===== src/rtl/seq_1001_pkg.sv =====
// Shared constants and state type for the 1001 sync-sequence link
// (transmitter, detector and deframer all import this package).
package seq_1001_pkg;

  localparam logic [3:0] SYNC_PATTERN  = 4'b1001;
  localparam int         SYNC_LEN      = 4;
  localparam logic [2:0] STUFF_TRIGGER = 3'b100;

  typedef enum logic [1:0] {
    IDLE,
    PRE,
    DATA,
    STUFF
  } state_t;

endpackage


===== src/rtl/seq_tx_1001.sv =====
// Serial frame transmitter: sends preamble 1001 then the payload MSB first,
// inserting a 0 after every 100 so the sync pattern never appears in payload.
module seq_tx_1001
  import seq_1001_pkg::*;
#(
  parameter int DATA_W = 8
) (
  input  logic              clk,
  input  logic              rstn,
  input  logic [DATA_W-1:0] in_data,
  input  logic              in_valid,
  output logic              in_ready,
  output logic              out,
  output logic              out_valid,
  output logic              frame_done
);

  localparam int               CNT_W    = $clog2(DATA_W + 1);
  localparam logic [CNT_W-1:0] LAST_CNT = CNT_W'(DATA_W);
  localparam logic [1:0]       PRE_LAST = 2'(SYNC_LEN - 1);

  state_t            state, state_nxt;
  logic [DATA_W-1:0] shreg, shreg_nxt;
  logic [CNT_W-1:0]  bit_cnt, cnt_nxt;
  logic [1:0]        pre_cnt, pre_nxt;
  logic [2:0]        hist, hist_nxt;
  logic              out_nxt, valid_nxt, done_nxt;
  logic              emit_payload;
  logic [2:0]        hist_base;

  // Registered outputs are computed one edge ahead: state names what the
  // serial line carries in the current cycle.
  always_comb begin
    state_nxt    = state;
    shreg_nxt    = shreg;
    cnt_nxt      = bit_cnt;
    pre_nxt      = pre_cnt;
    hist_nxt     = hist;
    out_nxt      = 1'b0;
    valid_nxt    = 1'b0;
    done_nxt     = 1'b0;
    emit_payload = 1'b0;
    hist_base    = hist;

    case (state)
      IDLE: begin
        if (in_valid) begin
          state_nxt = PRE;
          shreg_nxt = in_data;
          cnt_nxt   = '0;
          pre_nxt   = 2'd0;
          out_nxt   = SYNC_PATTERN[3];
          valid_nxt = 1'b1;
        end
      end
      PRE: begin
        if (pre_cnt == PRE_LAST) begin
          // History starts from the tail of the preamble (001).
          emit_payload = 1'b1;
          hist_base    = SYNC_PATTERN[2:0];
        end else begin
          pre_nxt   = pre_cnt + 2'd1;
          out_nxt   = SYNC_PATTERN[PRE_LAST - pre_nxt];
          valid_nxt = 1'b1;
        end
      end
      DATA: begin
        if (hist == STUFF_TRIGGER) begin
          state_nxt = STUFF;
          out_nxt   = 1'b0;
          valid_nxt = 1'b1;
          hist_nxt  = 3'b000;
          done_nxt  = (bit_cnt == LAST_CNT);
        end else if (bit_cnt == LAST_CNT) begin
          state_nxt = IDLE;
        end else begin
          emit_payload = 1'b1;
        end
      end
      STUFF: begin
        if (bit_cnt == LAST_CNT) begin
          state_nxt = IDLE;
        end else begin
          emit_payload = 1'b1;
        end
      end
      default: state_nxt = IDLE;
    endcase

    // The last payload bit only ends the frame if it does not need a trailing stuff.
    if (emit_payload) begin
      state_nxt = DATA;
      hist_nxt  = {hist_base[1:0], shreg[DATA_W-1]};
      out_nxt   = shreg[DATA_W-1];
      valid_nxt = 1'b1;
      shreg_nxt = {shreg[DATA_W-2:0], 1'b0};
      cnt_nxt   = bit_cnt + CNT_W'(1);
      done_nxt  = (cnt_nxt == LAST_CNT) && (hist_nxt != STUFF_TRIGGER);
    end
  end

  always_ff @(posedge clk or negedge rstn) begin
    if (!rstn) begin
      state      <= IDLE;
      shreg      <= '0;
      bit_cnt    <= '0;
      pre_cnt    <= 2'd0;
      hist       <= 3'b000;
      out        <= 1'b0;
      out_valid  <= 1'b0;
      frame_done <= 1'b0;
    end else begin
      state      <= state_nxt;
      shreg      <= shreg_nxt;
      bit_cnt    <= cnt_nxt;
      pre_cnt    <= pre_nxt;
      hist       <= hist_nxt;
      out        <= out_nxt;
      out_valid  <= valid_nxt;
      frame_done <= done_nxt;
    end
  end

  assign in_ready = (state == IDLE);

endmodule

===== config.mk =====
export PLATFORM = sky130hd
export DESIGN_NAME = seq_tx_1001
export DESIGN_NICKNAME = d
export VERILOG_FILES = /design/src/rtl/seq_1001_pkg.sv /design/src/rtl/seq_tx_1001.sv
export SDC_FILE = /design/constraint.sdc
export NUM_CORES = 1
export LEC_CHECK = 0
export ABC_AREA = 0
export CAP_MARGIN = 20
export CORE_AREA = 2 2 65 52
export CTS_CLUSTER_DIAMETER = 80
export DETAILED_ROUTE_END_ITERATION = 8
export DIE_AREA = 0 0 67 54
export PLACE_DENSITY = 0.68
export SLEW_MARGIN = 10
export SYNTH_ARGS = -nofsm -noshare
export SYNTH_HDL_FRONTEND = slang
export SYNTH_SLANG_ARGS = --single-unit
export TNS_END_PERCENT = 10

===== constraint.sdc =====
create_clock -name clk -period 5.5 [get_ports clk]
set_clock_uncertainty 0.15 [all_clocks]
set_input_delay 1.65 -clock clk [delete_from_list [all_inputs] [get_ports clk]]
set_output_delay 1.65 -clock clk [all_outputs]
set_load 0.005 [all_outputs]

==> impl_metrics.toml <==
[timing]
period_share = 0.637
fmax_mhz = 286
worst_slew_pin_slew_ns = 0.524
fin_crit_ns = 3.50
hold_viol = 0
slew_headroom = 0.651
final.setup.tns_ns = 0
setup_viol_count_final = 0
worst_hold_slack_ns = 0.369
rsz0062_at_grt = "false"
drv_slew = 0

[job]
maxCapViolCount = 0

[finish]
finalNetCount = 133
area_growth_pct = 19.1
num-fill-cells = 295
n_antenna_cell = 0
finalInstanceArea_sq_um = 1370
drive_gt1_frac = 0.129

[floorplanning]
rows = 18
die_area_sq_um = 3620
ios = 15
initial_core_util = 0.375
die_w_um = 67
die_h_um = 54
core_sq_um = 3060

[global_route]
antenna_found_initial = 0
grt_pass1_wl_um = 3840
grt_pass1_vias = 785
grt-ovfl-total = 0
grt_max_degree = 23
grt_use_total = 0.147

[cts]
cts-resized-gates = 0
cts_tree = "built"
postCtsSetupBuffers = 0
clkLatencyLatePin_ns = 0.26
path_clk_slew_ns = 0.07
cts_hold_buf = 0
cts_sinks = 22
htree_levels = 1
ctsLongestPathBuffers = 2
cts_root_buf = "clkbuf_8"
cts_buffers = 3

[power_and_ir_drop]
pwr-share-comb = 0.440
intPower_uw = 441
power_switching_uw = 276
peakVddDrop_v = 0.000232
pwr-share-clk = 0.137
pwr-share-seq = 0.424
p_leak_uw = 0.000603
switching_share = 0.385
power_per_cell_area_nw_per_um2 = 524

[setup_path]
worstPathArrival_ns = 1.70
crit_slowest_cell = "dfrtp_1"
crit_path_max_incr_delay_ns = 0.57
start_kind = "flip-flop"
critPathBufInv = 1
path_cells = "nor2_2 > clkdlybuf4s50_1"
crit_family = "flip-flops"
critPathRequiredTime_ns = 3.70
worstPathMaxFanout = 14
worst_setup_path_end_kind = "output port"
crit_type = "flip-flop to output port"

[routing]
remaining_drc_errors = 0
drt_iter0_markers = 34
vias = 867
routed_wl_um = 2210
vias_per_cell = 5.56
avgRoutedWirePerCell_um = 14.1
dr.pass1.iters = 5
ant_nets = 0

[synthesis]
synth_area_leaders = "dfrtp_1 48%, a221o_1 7.0%, ha_1 4.4%"
yosysSeqAreaShare = 0.480
synth_nets = 117
synth_top_cell_by_area = "dfrtp_1"
netlist_instances = 102
async_flop_share = 1.00
yosys_warnings = 0
syn_area_per_cell_sq_um = 11.2
ys.flop_type = "dfrtp_1"
synth_area_sq_um = 1150
synth_edf_count = 0
ys_ff_latch = 22
synth_cell_types = 39
synth_top_cell_area_share = 0.480

[placed_design]
dp_hpwl_um = 1570
placed_area_sq_um = 1310
io_buffers = 14
gp_congestion = 0.756

[status]
outcome = "finished clean"

[worst_hold_path]
hold_class = "flip-flop to flip-flop"
power groups by stage:
stage	registers [uW]	clock network [uW]	logic (uW)
final	304	97.8	315
after global routing	316	111	353
after CTS	302	102	314
after detailed placement	305	0	313
after global placement	301	0	307
after floorplan	275	0	269
through the flow:
stage / setup slack, ns / total power (uW) / utilization / instances
after floorplan: 2.98 / 544 / - / 102
after global placement: 2.29 / 608 / 0.428 / 152
after detailed placement: 2.20 / 617 / 0.428 / 152
after CTS: 1.99 / 719 / 0.441 / 155
after global routing: 1.87 / 780 / 0.446 / 156
final: 2.00 / 717 / 0.446 / 156
state kept, by name, indices dropped and copies added, names as in the netlist:
| register | cells |
|---|---|
| state | 2 |
| pre_cnt | 2 |
| frame_done | 1 |
| out | 1 |
| hist | 3 |
| bit_cnt | 4 |
| out_valid | 1 |
| shreg | 8 |
kinds of logic (layout without fill, tap and decap cells):
group / after synthesis / after routing / synth area share
AND/OR/NAND/NOR: 35 / 35 / 0.180
AO/OA/AOI/OAI: 28 / 28 / 0.216
flip-flops: 22 / 22 / 0.480
buffers and inverters: 8 / 22 / 0.0371
adder cells (fa/ha/maj): 4 / 4 / 0.0436
multiplexers: 3 / 3 / 0.0284
XOR/XNOR: 2 / 2 / 0.0153
area by class of cell:
| class | instances | area (sq um) | area share |
|---|---|---|---|
| flip-flops and latches | 22 | 551 | 0.403 |
| well taps | 40 | 50.0 | 0.0366 |
| multi-input cells | 72 | 554 | 0.406 |
| inverters | 4 | 15.0 | 0.0110 |
| clock buffers | 3 | 41.3 | 0.0302 |
| repair buffers | 15 | 155 | 0.114 |
worst paths after layout:
kind	slack [ns]	from	endpoint	cells past startpoint
min in group asynchronous	1.58	rstn	state[1]	1
setup / recovery	2.00	state[1]	in_ready	2
hold / removal	0.37	shreg[6]	shreg[6]	1
max in group asynchronous	3.17	rstn	bit_cnt[1]	2
hold reg to reg	0.37	shreg[6]	shreg[6]	1
setup reg to reg	3.44	bit_cnt[0]	hist[0]	6
layout by cell type, fill, tap and decap left out, types with 2 or more instances in the layout:
master	instances
a22o_1	3
clkbuf_8	3
dfrtp_1	22
clkdlybuf4s50_1	14
inv_1	4
o31ai_1	3
a21oi_1	3
xnor2_1	2
o21ai_0	2
and3_1	7
a221o_1	8
nor2_1	5
nor2b_1	2
ha_1	4
mux2_2	2
nand2_1	7
nand3_1	3
a21oi_4	2
per-layer routing:
metal	global-route usage	vias to the layer above	part of all wire
met2	0.216	30	0.43
met1	0.205	421	0.49
met3	0.0502	6	0.059
li1	-	410	-
met5	0	-	0
met4	0.0408	0	0.017
synthesized netlist by cell type, types with 2 or more instances:
library cell / number
inv_1: 4
o31ai_1: 3
and3_1: 7
mux2_2: 2
nor2_1: 5
a221o_1: 8
a21oi_4: 2
nand3_1: 3
xnor2_1: 2
dfrtp_1: 22
nand2_1: 7
ha_1: 4
o21ai_0: 2
a21oi_1: 3
nor2b_1: 2
a22o_1: 3
Note: power is estimated with default switching activity, not from simulation.
